$ cat src/rtl/lsu_mem_initiator_if.sv
// Core-side request/response handshake plus data-memory port for the LSU initiator.
interface lsu_mem_initiator_if #(
  parameter int ADDR_W = 7
) ();
  logic              req_valid;
  logic              req_ready;
  logic              req_we;
  logic [2:0]        req_funct3;
  logic [31:0]       req_addr;
  logic [31:0]       req_wdata;
  logic              resp_valid;
  logic              resp_ready;
  logic [31:0]       resp_rdata;
  logic              resp_err;
  logic [ADDR_W-3:0] mem_addr;
  logic              mem_we;
  logic [31:0]       mem_wd;
  logic [31:0]       mem_rd;

  // Initiator view
  modport slave (
    input  req_valid, req_we, req_funct3, req_addr, req_wdata, resp_ready, mem_rd,
    output req_ready, resp_valid, resp_rdata, resp_err, mem_addr, mem_we, mem_wd
  );

  // Core + memory view
  modport master (
    output req_valid, req_we, req_funct3, req_addr, req_wdata, resp_ready, mem_rd,
    input  req_ready, resp_valid, resp_rdata, resp_err, mem_addr, mem_we, mem_wd
  );
endinterface

$ cat src/rtl/lsu_mem_initiator.sv
// RV32I load/store initiator: one outstanding request, sub-word load extension,
// read-modify-write for SB/SH, and early rejection of illegal requests.
module lsu_mem_initiator #(
  parameter int ADDR_W = 7,
  parameter int XLEN   = 32
) (
  input logic clk,
  input logic reset,
  lsu_mem_initiator_if.slave bus
);

  localparam logic [1:0] IDLE   = 2'd0;
  localparam logic [1:0] ACCESS = 2'd1;
  localparam logic [1:0] MERGE  = 2'd2;
  localparam logic [1:0] RESP   = 2'd3;

  logic [1:0]        state;
  logic              we_q;
  logic [2:0]        f3_q;
  logic [1:0]        off_q;
  logic [XLEN-1:0]   wdata_q;
  logic [XLEN-1:0]   merge_q;
  logic [XLEN-1:0]   rdata_q;
  logic              err_q;
  logic [ADDR_W-3:0] maddr_q;

  logic              illegal;
  logic [XLEN-1:0]   load_ext;
  logic [XLEN-1:0]   merged;
  logic              wr_en;

  // Reject bad funct3, sub-word/unsigned stores, misalignment and any address past the memory
  always_comb begin
    illegal = 1'b0;
    if (bus.req_funct3 inside {3'b011, 3'b110, 3'b111})            illegal = 1'b1;
    if (bus.req_we && bus.req_funct3[2])                           illegal = 1'b1;
    if (bus.req_funct3[1:0] == 2'b01 && bus.req_addr[0])           illegal = 1'b1;
    if (bus.req_funct3[1:0] == 2'b10 && bus.req_addr[1:0] != 2'b0) illegal = 1'b1;
    if ((bus.req_addr >> ADDR_W) != 32'd0)                         illegal = 1'b1;
  end

  // Lane-select and extend the combinational read word for loads
  always_comb begin
    logic [7:0]  lb;
    logic [15:0] lh;
    lb = bus.mem_rd[{off_q, 3'b000} +: 8];
    lh = off_q[1] ? bus.mem_rd[31:16] : bus.mem_rd[15:0];
    case (f3_q)
      3'b000:  load_ext = {{24{lb[7]}}, lb};
      3'b001:  load_ext = {{16{lh[15]}}, lh};
      3'b100:  load_ext = {24'd0, lb};
      3'b101:  load_ext = {16'd0, lh};
      default: load_ext = bus.mem_rd;
    endcase
  end

  // Splice the store byte/halfword into the word captured during ACCESS
  always_comb begin
    merged = merge_q;
    if (f3_q[0]) begin
      if (off_q[1]) merged[31:16] = wdata_q[15:0];
      else          merged[15:0]  = wdata_q[15:0];
    end else begin
      merged[{off_q, 3'b000} +: 8] = wdata_q[7:0];
    end
  end

  // Write strobe decoded from state so reset kills it without waiting for a clock
  assign wr_en = (state == ACCESS && we_q && f3_q == 3'b010) || (state == MERGE);

  assign bus.req_ready  = (state == IDLE);
  assign bus.resp_valid = (state == RESP);
  assign bus.resp_rdata = rdata_q;
  assign bus.resp_err   = err_q;
  assign bus.mem_addr   = maddr_q;
  assign bus.mem_we     = wr_en;
  assign bus.mem_wd     = !wr_en ? '0 : (state == MERGE ? merged : wdata_q);

  // Request sequencing: accept, access/merge, then hold the response until taken
  always_ff @(posedge clk or negedge reset) begin
    if (!reset) begin
      state   <= IDLE;
      we_q    <= 1'b0;
      f3_q    <= 3'b0;
      off_q   <= 2'b0;
      wdata_q <= '0;
      merge_q <= '0;
      rdata_q <= '0;
      err_q   <= 1'b0;
      maddr_q <= '0;
    end else begin
      case (state)
        IDLE: if (bus.req_valid) begin
          we_q    <= bus.req_we;
          f3_q    <= bus.req_funct3;
          off_q   <= bus.req_addr[1:0];
          wdata_q <= bus.req_wdata;
          maddr_q <= bus.req_addr[ADDR_W-1:2];
          rdata_q <= '0;
          err_q   <= illegal;
          state   <= illegal ? RESP : ACCESS;
        end
        ACCESS: begin
          if (!we_q) begin
            rdata_q <= load_ext;
            state   <= RESP;
          end else if (f3_q == 3'b010) begin
            state   <= RESP;
          end else begin
            merge_q <= bus.mem_rd;
            state   <= MERGE;
          end
        end
        MERGE: state <= RESP;
        RESP: if (bus.resp_ready) begin
          err_q <= 1'b0;
          state <= IDLE;
        end
        default: state <= IDLE;
      endcase
    end
  end

endmodule

$ cat src/flat_wrapper.sv
// flat-port wrapper written by rule: the top's interface ports become plain ports
module lsu_mem_initiator_flat 
#(
  parameter int ADDR_W = 7,
  parameter int XLEN   = 32
)
  (clk, reset, bus_req_valid, bus_req_we, bus_req_funct3, bus_req_addr, bus_req_wdata, bus_resp_ready, bus_mem_rd, bus_req_ready, bus_resp_valid, bus_resp_rdata, bus_resp_err, bus_mem_addr, bus_mem_we, bus_mem_wd);
  lsu_mem_initiator_if #(.ADDR_W(ADDR_W)) bus_i ();
  input logic clk;
  input logic reset;
  input wire logic [$bits(bus_i.req_valid)-1:0] bus_req_valid;
  input wire logic [$bits(bus_i.req_we)-1:0] bus_req_we;
  input wire logic [$bits(bus_i.req_funct3)-1:0] bus_req_funct3;
  input wire logic [$bits(bus_i.req_addr)-1:0] bus_req_addr;
  input wire logic [$bits(bus_i.req_wdata)-1:0] bus_req_wdata;
  input wire logic [$bits(bus_i.resp_ready)-1:0] bus_resp_ready;
  input wire logic [$bits(bus_i.mem_rd)-1:0] bus_mem_rd;
  output wire logic [$bits(bus_i.req_ready)-1:0] bus_req_ready;
  output wire logic [$bits(bus_i.resp_valid)-1:0] bus_resp_valid;
  output wire logic [$bits(bus_i.resp_rdata)-1:0] bus_resp_rdata;
  output wire logic [$bits(bus_i.resp_err)-1:0] bus_resp_err;
  output wire logic [$bits(bus_i.mem_addr)-1:0] bus_mem_addr;
  output wire logic [$bits(bus_i.mem_we)-1:0] bus_mem_we;
  output wire logic [$bits(bus_i.mem_wd)-1:0] bus_mem_wd;
  assign bus_i.req_valid = bus_req_valid;
  assign bus_i.req_we = bus_req_we;
  assign bus_i.req_funct3 = bus_req_funct3;
  assign bus_i.req_addr = bus_req_addr;
  assign bus_i.req_wdata = bus_req_wdata;
  assign bus_i.resp_ready = bus_resp_ready;
  assign bus_i.mem_rd = bus_mem_rd;
  assign bus_req_ready = bus_i.req_ready;
  assign bus_resp_valid = bus_i.resp_valid;
  assign bus_resp_rdata = bus_i.resp_rdata;
  assign bus_resp_err = bus_i.resp_err;
  assign bus_mem_addr = bus_i.mem_addr;
  assign bus_mem_we = bus_i.mem_we;
  assign bus_mem_wd = bus_i.mem_wd;
  lsu_mem_initiator #(.ADDR_W(ADDR_W), .XLEN(XLEN)) u_core (.clk(clk), .reset(reset), .bus(bus_i));
endmodule
$ cat config.mk
export PLATFORM = sky130hd
export DESIGN_NAME = lsu_mem_initiator_flat
export DESIGN_NICKNAME = d
export VERILOG_FILES = /design/src/rtl/lsu_mem_initiator_if.sv /design/src/rtl/lsu_mem_initiator.sv /design/src/flat_wrapper.sv
export SDC_FILE = /design/constraint.sdc
export NUM_CORES = 1
export LEC_CHECK = 0
export BUFFER_PORTS_ARGS = -buffer_cell sky130_fd_sc_hd__buf_2
export CAP_MARGIN = 5
export CORE_ASPECT_RATIO = 1.1
export CORE_MARGIN = 5
export CORE_UTILIZATION = 46
export DETAILED_ROUTE_END_ITERATION = 10
export PLACE_DENSITY_LB_ADDON = 0.15
export SLEW_MARGIN = 20
export SYNTH_ARGS = -nofsm -noshare
export SYNTH_HDL_FRONTEND = slang
export SYNTH_SLANG_ARGS = --single-unit
$ cat constraint.sdc
create_clock -name clk -period 2.69 [get_ports clk]
set_clock_uncertainty 0.1 [all_clocks]
set_input_delay 0.1345 -clock clk [delete_from_list [all_inputs] [get_ports clk]]
set_output_delay 0.1345 -clock clk [all_outputs]
set_load 0.02 [all_outputs]
; ---- Yosys cells after proc, flatten, opt, wreduce, memory -nomap -nowiden
; Index checks and enable logic that the tools add are counted.
[totals]
regBits = 110
output_inout_bits = 73
input_bits = 104
elab_cells = 72
[op_classes]
n_reduce_logical = 18
n_shift = 3
n_mux = 25
n_addsub = 1
bitwise_logic = 1
eq_ne = 15
[ops]
columns = operator, n
row1 = $mux 32, 5
row2 = $pmux 32 s4, 1
row3 = $pmux 32 s2, 1
row4 = $mux 16, 3
row5 = $bwmux 32, 1
row6 = $reduce_bool 32->1, 1
row7 = $shift 8x7->32 const A, 1
row8 = $shiftx 32x6->8, 1
row9 = $shiftx 8x7->32, 1
row10 = $eq 3x3->1 const B, 4
row11 = $reduce_and 3->1, 3
row12 = $mux 1, 8
row13 = $mux 2, 4
row14 = $pmux 2 s4, 1
row15 = $neg 5->7, 1
row16 = $eq 2x2->1 const B, 3
row17 = $eq 3x2->1 const B, 2
row18 = $ne 2x2->1 const B, 3
row19 = $reduce_bool 2->1, 3
row20 = $logic_and 1x1->1, 5
row21 = $eq 2x1->1 const B, 2
row22 = $reduce_and 2->1, 2
row23 = $eq 3x1->1 const B, 1
row24 = $logic_not 3->1, 1
row25 = other kinds (5), 5

; ---- Longest topological paths before layout
[depth]
depth_word = 10
depth_mapped = 10

; ---- Worst setup path after synthesis
; No wires, ideal clock.
[synth_timing]
path_kind = register to output
startpoint = reg u_core.off_q[0]
endpoint = out bus_mem_wd[0]
path_slack_ns = 0.353
t_arrival_ns = 2.102
n_path_buf = 1
required_ns = 2.456
path_stages_with_launch = 8
path_cell_list = dfrtp_1 -> buf_2 -> inv_1 -> ha_1 -> or4b_1 -> nand3_1 -> a22oi_1 -> nor2_1
[synth_between]
elab_chain_cells = 6
elab_cells_between_ends = 7
[synth_rtl]
columns = item, line
row1 = "start, declared", lsu_mem_initiator.sv:20  ; logic [1:0] off_q;
row2 = "start signal, assigned", lsu_mem_initiator.sv:96  ; off_q <= bus.req_addr[1:0];
row3 = $neg 5->7 (*), lsu_mem_initiator.sv:64  ; merged[{off_q, 3'b000} +: 8] = wdata_q[7:0];
row4 = $shiftx 8x7->32 or $shift 8x7->32 (tied branches), lsu_mem_initiator.sv:64
row5 = $bwmux 32 (*), lsu_mem_initiator.sv:64
row6 = $mux 32 (*), lsu_mem_initiator.sv:60  ; if (f3_q[0]) begin
row7 = $mux 32 (*) (2 in series), lsu_mem_initiator.sv:77  ; assign bus.mem_wd = !wr_en ? '0 : (state == MERGE ? merged : wdata_q);
row8 = "end, declared", flat_wrapper.sv:24  ; output wire logic [$bits(bus_i.mem_wd)-1:0] bus_mem_wd;
; Mark *: on every way between the ends. The rest lies on a longest branch, timed or not.

; ---- Worst setup path after layout
[layout_timing]
startpoint = reg u_core.off_q[1]
endpoint = out bus_mem_wd[5]
[layout_between]
elab_chain_cells = 6
elab_cells_between_ends = 8
[layout_rtl]
columns = item, line
row1 = $neg 5->7, lsu_mem_initiator.sv:64
row2 = $shiftx 8x7->32 or $shift 8x7->32 (tied branches), lsu_mem_initiator.sv:64
row3 = $bwmux 32, lsu_mem_initiator.sv:64
row4 = $mux 32 (*), lsu_mem_initiator.sv:60
row5 = $mux 32 (*) (2 in series), lsu_mem_initiator.sv:77
; Marked as above.

==> summary.txt <==
Critical path
  – Arrival time of the worst setup path: 2.38 ns
  – Worst path required time: 2.46 ns
  – Crit end category: output pin
  – Critical R2R Capture: u_core.bus.resp_rdata[25]$_DFFE_PN0P_
  – R2r setup slk: 0.31 ns
  – Worst r2r src: u_core.state[0]$_DFFE_PN0P_
  – Slowest CP cell: or4b_4
  – CP Cell Sequence: inv_1 > ha_1 > or4b_4 > nand3_4 > a22oi_1 > nor2_1 > buf_2
  – Critical path's largest stage delay: 0.57 ns
  – Max FO, Critical Path: 8
  – Worst R2R Path Depth: 7
  – Crit Path Category: reg2out
  – Startpoint types: flip-flop

Synthesis
  – Synth top area cells: dfrtp_1 (45%), mux2_2 (15%), a221o_1 (6.6%)
  – Syn nets: 635
  – Gate Count Post-Synth: 522
  – Syn_area_per_cell: 11.6 um^2
  – Fraction of the mapped netlist area in simple logic gates: 8.35%
  – Post-synth EDFFs: 0
  – Post-synthesis compound-gate area fraction: 17.9%
  – Sequential area share after synthesis: 45.5%
  – Synthesized area: 6050 um^2
  – Post-synthesis adder-cell area fraction: 1.86%
  – FFs w/ async S/R, synth: 100%
  – Yosys warning total: 0
  – Main combinational cell family by area after synthesis: multiplexers
  – Count of cell types in the netlist: 53
  – Post-synthesis mux area share: 21.6%
  – Top_reg_cell synth: dfrtp_1
  – Post-synth top area share: 45.5%
  – Post-synth top area cell: dfrtp_1
  – FF+latch count, synth: 110
  – Post-Synth XOR/XNOR Area: 0%

STA
  – Post-layout worst setup margin: 0.0790 ns
  – RSZ-0062 raised after global routing: false
  – Setup TNS: 0 ns
  – Min Tclk post-route: 2.61 ns
  – Relative slew slack: 49.6%
  – F_max: 383 MHz
  – Final Hold Vio Count: 0
  – Worst Tran Pin Value: 0.753 ns
  – Fin. max-slew vios: 0
  – Final Cycle Share: 97.1%
  – Final setup vio count: 0

Finish
  – Nets: 870
  – Most frequent cells in the layout: buf_2 (175), dfrtp_1 (108), mux2_2 (82)
  – Antenna cells: 0
  – Area growth syn-to-layout: 34.5%
  – Leading cell type in the layout, fill and taps excluded: buf_2
  – Share of layout cells above drive strength 1: 40.9%

Power and ir drop
  – PwrDens: 1180 nW/um^2
  – Internal: 5.53 mW
  – Pleak: 3.83 nW
  – Combinational fraction of design power: 51.9%
  – Clock power frac: 15.1%
  – Sw Ratio: 42.6%
  – Worst VDD drop: 607 uV
  – Reg power frac: 32.9%
  – Psw: 4.11 mW

Die
  – Floorplan row count: 44
  – Die area: 15600 um^2
  – Ports: 177
  – Core area: 13000 um^2
  – Die width: 119 um
  – Die Y: 130 um
  – Starting Density: 46.4%

Clock network
  – TritonCTS clock tree: built
  – Worst-path clk slew: 0.08 ns
  – Clk buf depth: 2
  – # H-tree levels: 3
  – Clk sink count: 110
  – Cts bufs inserted: 9
  – Insertion delay to the later sink of the worst-skew pair: 0.35 ns
  – CTS root buffer: clkbuf_16

Outcome
  – Outcome: finished clean

Drt
  – Routed len/inst: 20.6 um
  – 1st-iter DRT viols: 484
  – Drt drc: 0
  – Antenna viol nets, final: 0
  – Post-Route WL: 19.0 mm
  – Detailed-route via count: 5316
  – DR vias/cell: 5.77
  – Drt pass-1 iters: 6

Placement
  – Dpl hpwl: 13.5 mm
  – GP Congestion: 0.851
  – Worst slack at placement: 0.325 ns
  – Port buffer count: 176

Global route
  – Largest net degree at the start of global routing: 62
  – First-pass GRT wire length: 29.6 mm
  – Total congestion overflow: 0
  – Number of antenna violations at the first check in global routing: 0
  – Vias in the first global route: 5482
  – Overall Global Routing Usage: 24.4%

Worst hold path
  – Hold Startpoint: bus_mem_rd[14]
  – Hold Crit Depth: 2
  – Min-delay worst type: in2reg
  – Min-Delay Endpoint: u_core.merge_q[14]$_DFFE_PN0P_

Flow run
  – Max-cap viol count: 0
==> how the worst max path moves through the flow <==
stage | depth (start not counted) | slack (ns) | endpoint | startpoint
final | 7 | 0.08 | bus_mem_wd[5] | u_core.off_q[1]$_DFFE_PN0P_
after global routing | 7 | 0.02 | bus_mem_wd[1] | u_core.off_q[1]$_DFFE_PN0P_
after CTS | 7 | 0.07 | bus_mem_wd[7] | u_core.off_q[1]$_DFFE_PN0P_
after detailed placement | 7 | 0.32 | u_core.bus.resp_rdata[28]$_DFFE_PN0P_ | u_core.state[0]$_DFFE_PN0P_
after global placement | 7 | 0.36 | u_core.bus.resp_rdata[29]$_DFFE_PN0P_ | u_core.state[0]$_DFFE_PN0P_
after floorplan | 7 | 0.35 | bus_mem_wd[0] | u_core.off_q[0]$_DFFE_PN0P_
==> final cells by class <==
cell class,count,area (um^2)
repair buffers,265,1760
flip-flops and latches,110,2760
clock inverters,6,93.8
well taps,161,201
fillers,1084,4910
multi-input cells,354,3030
inverters,17,67.6
clock buffers,9,225
==> worst max-delay path, delay by kind of cell (launching register included) <==
family	cells	cell delay, ns
simple gates	3	0.87
flops	1	0.43
compound gates	1	0.09
fa+ha+maj	1	0.31
buf+inv	2	0.32
==> power groups by stage <==
stage,Clock (mW),Combinational (mW),Sequential [mW]
6_report,1.46,5.01,3.18
4_1_cts,1.49,4.97,3.15
5_1_grt,1.56,5.43,3.26
3_5_place_dp,0,4.86,3.18
3_3_place_gp,0,4.75,3.15
2_1_floorplan,0,3.54,3.05
==> flip-flops by register name (all words and copies together) (netlist names) <==
signal,cells
u_core.bus.resp_rdata,32
u_core.merge_q,32
u_core.wdata_q,32
u_core.bus.mem_addr,5
u_core.f3_q,3
u_core.off_q,2
u_core.state,2
u_core.bus.resp_err,1
u_core.we_q,1
==> synth_stat cells (3+ instances only) <==
cell type / instances
buf_6: 5
buf_1: 3
nor4_1: 5
nor2_1: 22
o21ai_1: 8
nor3_1: 3
a32o_1: 25
nand2_1: 44
buf_4: 5
o22ai_1: 7
mux2i_1: 32
nand2b_1: 3
ha_1: 9
clkbuf_1: 15
a21boi_0: 5
a22oi_1: 9
inv_1: 15
o221ai_1: 7
dfrtp_1: 110
a221o_1: 40
o21ai_0: 18
buf_2: 13
mux2_2: 82
==> kinds of logic after synthesis <==
| group | Yosys count |
|---|---|
| mux | 118 |
| simple gates | 96 |
| buf+inv | 58 |
| flops | 110 |
| compound gates | 131 |
| fa+ha+maj | 9 |
==> timing repair <==
item,in CTS,in global routing
hold buffers,70,0
setup buffers,0,2
pin swaps,0,2
hold endpoints to repair,123,0
gates cloned,0,0
setup endpoints to repair,8,14
gates resized for setup,1,3
==> per-stage QoR <==
step | area, um^2 | power, mW | util (%) | hold slack [ns] | std cells
2_1_floorplan | 6050 | 6.60 | - | -0.261 | 522
3_3_place_gp | 7080 | 7.90 | 54.3 | 0.0756 | 835
3_5_place_dp | 7080 | 8.04 | 54.3 | 0.0736 | 835
4_1_cts | 8110 | 9.61 | 62.2 | 0.00115 | 920
5_1_grt | 8140 | 10.2 | 62.4 | 0.00554 | 922
6_report | 8140 | 9.64 | 62.4 | 0.00382 | 922
==> layer usage <==
| metal | track usage [%] | share of wire, % | vias to the layer above |
|---|---|---|---|
| met5 | 0 | 0 | - |
| met1 | 32.5 | 44 | 2614 |
| met2 | 39.5 | 47 | 208 |
| li1 | - | - | 2466 |
| met4 | 10.6 | 2.9 | 0 |
| met3 | 4.07 | 5.8 | 28 |
Note: power is estimated with default switching activity, not from simulation.
